## config.mk

```make
export PLATFORM = sky130hd
export DESIGN_NAME = regfile_wb_arbiter
export DESIGN_NICKNAME = d
export VERILOG_FILES = /design/src/rtl/rf_pkg.sv /design/src/rtl/rf_scoreboard.sv /design/src/rtl/regfile_wb_arbiter.sv
export SDC_FILE = /design/constraint.sdc
export NUM_CORES = 1
export LEC_CHECK = 0
export ABC_AREA = 1
export CAP_MARGIN = 20
export CORE_ASPECT_RATIO = 0.8
export CORE_UTILIZATION = 60
export CTS_BUF_LIST = sky130_fd_sc_hd__clkbuf_2
export CTS_CLUSTER_DIAMETER = 60
export CTS_CLUSTER_SIZE = 40
export DETAILED_ROUTE_END_ITERATION = 12
export DONT_BUFFER_PORTS = 1
export PLACE_DENSITY = 0.76
export SKIP_CTS_REPAIR_TIMING = 1
export SLEW_MARGIN = 5
export SYNTH_ARGS = -nofsm -noshare
export SYNTH_HDL_FRONTEND = slang
export SYNTH_SLANG_ARGS = --single-unit
```

## constraint.sdc

```tcl
create_clock -name clk -period 2.6 [get_ports clk]
set_input_delay 0.39 -clock clk [delete_from_list [all_inputs] [get_ports clk]]
set_output_delay 0.39 -clock clk [all_outputs]
set_load 0.005 [all_outputs]
```

## src/rtl/rf_pkg.sv

```systemverilog
// Shared types and constants for the register-file writeback arbiter.
package rf_pkg;

   localparam int XLEN = 32;
   localparam int NREG = 32;
   localparam int AW   = $clog2(NREG);

   typedef logic [AW-1:0] reg_idx_t;

   typedef struct packed {
      reg_idx_t          rd;
      logic [XLEN-1:0]   data;
   } wb_req_t;

   typedef enum logic [0:0] {
      LSU_PRI   = 1'b0,
      ALU_FORCE = 1'b1
   } arb_state_t;

endpackage

```

## src/rtl/rf_scoreboard.sv

```systemverilog
// Pending-write scoreboard: one bit per architectural register, x0 never pending.
module rf_scoreboard
   import rf_pkg::*;
(
   input  logic          clk,
   input  logic          rst_n,
   input  logic          clr_valid,
   input  logic [AW-1:0] clr_rd,
   input  logic          set_valid,
   input  logic [AW-1:0] set_rd,
   input  logic          flush,
   input  logic [AW-1:0] chk_rs1,
   input  logic [AW-1:0] chk_rs2,
   output logic          hazard
);

   logic [NREG-1:0] pending_reg;
   logic [NREG-1:0] pending_next;

   genvar gi;
   generate
      for (gi = 0; gi < NREG; gi++) begin : g_bit
         if (gi == 0) begin : g_zero
            assign pending_next[gi] = 1'b0;
         end else begin : g_live
            logic set_hit;
            logic clr_hit;
            assign set_hit = set_valid && (set_rd == reg_idx_t'(gi));
            assign clr_hit = clr_valid && (clr_rd == reg_idx_t'(gi));
            // Flush first, then the writeback clear; a same-cycle issue always re-marks the bit.
            assign pending_next[gi] = set_hit || (!flush && pending_reg[gi] && !clr_hit);
         end
      end
   endgenerate

   always_ff @(posedge clk or negedge rst_n) begin
      if (!rst_n) begin
         pending_reg <= '0;
      end else begin
         pending_reg <= pending_next;
      end
   end

   assign hazard = ((chk_rs1 != '0) && pending_reg[chk_rs1]) ||
                   ((chk_rs2 != '0) && pending_reg[chk_rs2]);

endmodule

```

## src/rtl/regfile_wb_arbiter.sv

```systemverilog
// Arbitrates the register file's single write port between ALU and LSU writeback,
// with an anti-starvation override for the ALU and a pending-write scoreboard.
module regfile_wb_arbiter
   import rf_pkg::*;
#(
   parameter int STARVE_LIMIT = 4
)
(
   input  logic            clk,
   input  logic            rst_n,
   input  logic            alu_valid,
   input  logic [AW-1:0]   alu_rd,
   input  logic [XLEN-1:0] alu_data,
   output logic            alu_ready,
   input  logic            lsu_valid,
   input  logic [AW-1:0]   lsu_rd,
   input  logic [XLEN-1:0] lsu_data,
   output logic            lsu_ready,
   input  logic            issue_valid,
   input  logic [AW-1:0]   issue_rd,
   input  logic            flush,
   input  logic [AW-1:0]   chk_rs1,
   input  logic [AW-1:0]   chk_rs2,
   output logic            hazard,
   output logic            rf_we,
   output logic [AW-1:0]   rf_waddr,
   output logic [XLEN-1:0] rf_wdata
);

   localparam int            CW      = $clog2(STARVE_LIMIT + 1);
   localparam logic [CW-1:0] CNT_MAX = CW'(STARVE_LIMIT);

   arb_state_t      state_reg;
   logic [CW-1:0]   starve_cnt_reg;
   logic [CW-1:0]   starve_cnt_next;
   logic            rf_we_reg;
   logic [AW-1:0]   rf_waddr_reg;
   logic [XLEN-1:0] rf_wdata_reg;

   wb_req_t alu_req;
   wb_req_t lsu_req;
   wb_req_t win_req;
   logic    xfer;
   logic    wr_en;

   assign alu_req = '{rd: alu_rd, data: alu_data};
   assign lsu_req = '{rd: lsu_rd, data: lsu_data};

   // Grants are gated by rst_n so nothing is accepted while the write stage is held in reset.
   always_comb begin
      alu_ready = rst_n && alu_valid && ((state_reg == ALU_FORCE) || !lsu_valid);
      lsu_ready = rst_n && lsu_valid && !alu_ready;
   end

   assign xfer    = alu_ready || lsu_ready;
   assign win_req = alu_ready ? alu_req : lsu_req;
   assign wr_en   = xfer && (win_req.rd != '0);

   always_comb begin
      starve_cnt_next = starve_cnt_reg;
      if (!alu_valid || alu_ready) begin
         starve_cnt_next = '0;
      end else if (starve_cnt_reg != CNT_MAX) begin
         starve_cnt_next = starve_cnt_reg + 1'b1;
      end
   end

   always_ff @(posedge clk or negedge rst_n) begin
      if (!rst_n) begin
         state_reg      <= LSU_PRI;
         starve_cnt_reg <= '0;
         rf_we_reg      <= 1'b0;
         rf_waddr_reg   <= '0;
         rf_wdata_reg   <= '0;
      end else begin
         starve_cnt_reg <= starve_cnt_next;
         case (state_reg)
            // Switch as the count reaches the limit so the ALU wins on that very next cycle.
            LSU_PRI:   if (starve_cnt_next == CNT_MAX) state_reg <= ALU_FORCE;
            ALU_FORCE: if (alu_ready || !alu_valid)    state_reg <= LSU_PRI;
            default:   state_reg <= LSU_PRI;
         endcase
         rf_we_reg <= wr_en;
         if (wr_en) begin
            rf_waddr_reg <= win_req.rd;
            rf_wdata_reg <= win_req.data;
         end
      end
   end

   assign rf_we    = rf_we_reg;
   assign rf_waddr = rf_waddr_reg;
   assign rf_wdata = rf_wdata_reg;

   rf_scoreboard u_scoreboard (
      .clk       (clk),
      .rst_n     (rst_n),
      .clr_valid (xfer),
      .clr_rd    (win_req.rd),
      .set_valid (issue_valid),
      .set_rd    (issue_rd),
      .flush     (flush),
      .chk_rs1   (chk_rs1),
      .chk_rs2   (chk_rs2),
      .hazard    (hazard)
   );

endmodule
```

==> impl_metrics.toml <==
[clock_network]
cts_sinks = 73
cts_max_level = 3
clockBufferDepth = 2
clk_latency_ns = 0.53
cts_buffers = 9
cts_tree = "built"
root_buffer = "clkbuf_2"
clk_pin_slew_ns = 0.22

[setup_path]
r2r_start = "state_reg$_DFF_PN0_"
end_kind = "output port"
startpoint_type = "flop"
timing.reg2reg.setup_slack_ns = 0.47
critPathSlowestCell = "dfrtp_1"
path_class = "reg2out"
crit_chain = "inv_2, nand2_1, nand2_2, inv_2, buf_4, nor3_1"
reg2reg_depth = 8
path_max_fanout = 35
required_ns = 2.21
crit_arrival_ns = 1.97
cp_top_family = "simple AND/OR/NAND/NOR gates"
crit_path_max_incr_delay_ns = 0.42
crit_path_frequent_cell = "inv_2"
path_buf_inv = 3
r2r-end = "u_scoreboard.pending_reg[5]$_DFF_PN0_"

[place]
gp_congestion = 0.9490
dp.cells = 772
place_hpwl_um = 8662
portBuffers = 0

[routing]
remaining_drc_errors = 0
num_vias = 4493
dr.pass1.iters = 5
drt_iter0_markers = 359
vias_per_cell = 5.666
wl_per_cell_um = 15.90
routed_wl_um = 12610
ant_nets = 0

[cells_and_area]
largest_reg_flops = 32
multiInputGateArea_mm2 = 0.002251
final_cells = 793
post-route-util_pct = 66.10
n_antenna_cell = 0
drive_above_1_share_pct = 4.816
area_growth_pct = 3.794
n_fill_cell = 666
num-nets-final = 798
seq_area_mm2 = 0.001827

[logic_synthesis]
avgSynthCellArea_um2 = 6.337
synth_nets = 810
synthTopCellsByCount = "366 x nand2_1, 73 x dfrtp_1, 66 x o21ai_0"
synth_cells = 713
ys.flop_type = "dfrtp_1"
ys_top_cells_by_area = "dfrtp_1 40%, nand2_1 30%, o21ai_0 7.3%"
ys_types = 22
synth_edf_count = 0
synth_most_common_cell = "nand2_1"
async_flop_share_pct = 100.0
synth_area_leader_cell = "dfrtp_1"
synthesis.area_mm2 = 0.004518
synth.top_cell.area_share_pct = 40.43
seq_area_frac_synth_pct = 40.43
synth-warning-count = 0
synth-seq-cells = 73

[power]
intPower_mw = 1.824
irDropWorstVdd_uv = 342.8
p_sw_mw = 0.8480
p_clk_share_pct = 32.0
seqPwrFrac_pct = 50.7
pwr-share-comb_pct = 17.3
leakage_nw = 2.607
powerDensity_mw_per_mm2 = 569.8
swShare_pct = 31.73

[sta]
fin_tns_setup_ns = 0
slew_viol_final = 0
fin_crit_sh_pct = 90.68
skew_ns = 0.01805
layout_min_cycle_time_ns = 2.358
maxSlewHeadroom_pct = 57.76
hold_viol = 0
rsz0062_at_grt = "false"
fmaxAchievable_mhz = 424.2
hold_slack_ns = 0.01083
setup_viol = 0
worst_slew_pin_slew_ns = 0.6306

[floorplan]
pin_count = 136
rows = 27
core_area_mm2 = 0.007094
start_util_pct = 63.69
die-area_mm2 = 0.007883
die_h_um = 79.62
die_x_um = 99.02

[flow_run]
drv_cap = 0

[worst_hold_path]
hold_start = "flush"
whs_path_depth = 3
hold_class = "in2reg"
hold_end = "u_scoreboard.pending_reg[27]$_DFF_PN0_"

[global_routing]
grt_max_degree = 76
antenna_found_initial = 0
grt_pass1_vias = 4190
grt_overflow = 0
grt_usage_pct = 32.73
grt_pass1_wl_um = 19850

[status]
outcome = "finished clean"
==> worst max-delay path by stage <==
stage | start | to | slack, ns | depth (start not counted)
floorplan | chk_rs2[0] | hazard | 0.86 | 12
global placement | rst_n | u_scoreboard.pending_reg[7]$_DFF_PN0_ | 0.59 | 8
detailed placement | rst_n | rf_wdata[4]$_DFFE_PN0P_ | 0.56 | 12
CTS | state_reg$_DFF_PN0_ | lsu_ready | 0.24 | 6
global route | state_reg$_DFF_PN0_ | lsu_ready | 0.14 | 6
finish | state_reg$_DFF_PN0_ | lsu_ready | 0.24 | 6
==> cell families (layout without fill, tap and decap cells) <==
group / after synthesis / after routing / synth area share (%)
flip-flops: 73 / 73 / 40.43
XOR/XNOR: 1 / 1 / 0.1939
adder cells (fa/ha/maj): 2 / 2 / 0.5538
buffers and inverters: 98 / 91 / 9.748
AND/OR/NAND/NOR: 464 / 464 / 40.29
AO/OA/AOI/OAI: 75 / 75 / 8.779
==> metrics by stage <==
| step | worst slack, ns | instance area [µm²] | power, mW |
|---|---|---|---|
| 2_1_floorplan | 0.8636 | 4518 | 1.717 |
| 3_3_place_gp | 0.5946 | 4457 | 1.780 |
| 3_5_place_dp | 0.5588 | 4457 | 1.797 |
| 4_1_cts | 0.2440 | 4622 | 2.632 |
| 5_1_grt | 0.1379 | 4690 | 2.792 |
| 6_report | 0.2424 | 4690 | 2.672 |
==> layout make-up <==
class	count	share of cell area, %
inverter	68	5.443
sequential	73	38.95
clock buffer	10	1.067
clock inverter	6	2.455
timing repair buffer	7	1.761
tap	87	2.321
multi-input combinational	542	48.00
==> cell usage in the layout, fill, tap and decap left out <==
| cell | instances |
|---|---|
| dlygate4sd3_1 | 4 |
| a21oi_1 | 2 |
| nand2_1 | 366 |
| clkinv_4 | 1 |
| o211ai_4 | 1 |
| o21ai_0 | 66 |
| clkinvlp_4 | 1 |
| inv_1 | 65 |
| nor2_1 | 53 |
| o21ai_1 | 4 |
| clkbuf_2 | 10 |
| buf_16 | 1 |
| inv_6 | 1 |
| a21oi_2 | 1 |
| ha_1 | 2 |
| xor2_1 | 1 |
| nor2_2 | 2 |
| nor3_1 | 1 |
| nand3_1 | 34 |
| bufinv_16 | 3 |
| nand2_2 | 6 |
| buf_4 | 2 |
| nand2_4 | 2 |
| dfrtp_1 | 73 |
| inv_2 | 3 |
| o22ai_1 | 1 |
==> power groups by stage <==
stage                     logic, mW  clock network (mW)  registers [mW]
final                         0.462               0.856            1.35
after global routing          0.527               0.896            1.37
after CTS                     0.422               0.854            1.36
after detailed placement      0.422                   0            1.37
after global placement        0.404                   0            1.38
after floorplan               0.371                   0            1.35
==> worst register-to-register path, stage by stage, from the launching register on <==
cell	delay, ns
dfrtp_1	0.42
inv_2	0.06
nand2_1	0.07
nand2_2	0.27
nand2_1	0.17
o21ai_1	0.19
nand2_1	0.43
o21ai_0	0.30
o21ai_0	0.12
==> routing by layer <==
metal / global-route usage [%] / wire, µm
met2: 51.05 / 5533
met5: 0 / 0
met1: 43.91 / 5418
met4: 10.60 / 236
met3: 9.545 / 1423
Power figures use the tool's default switching activity.
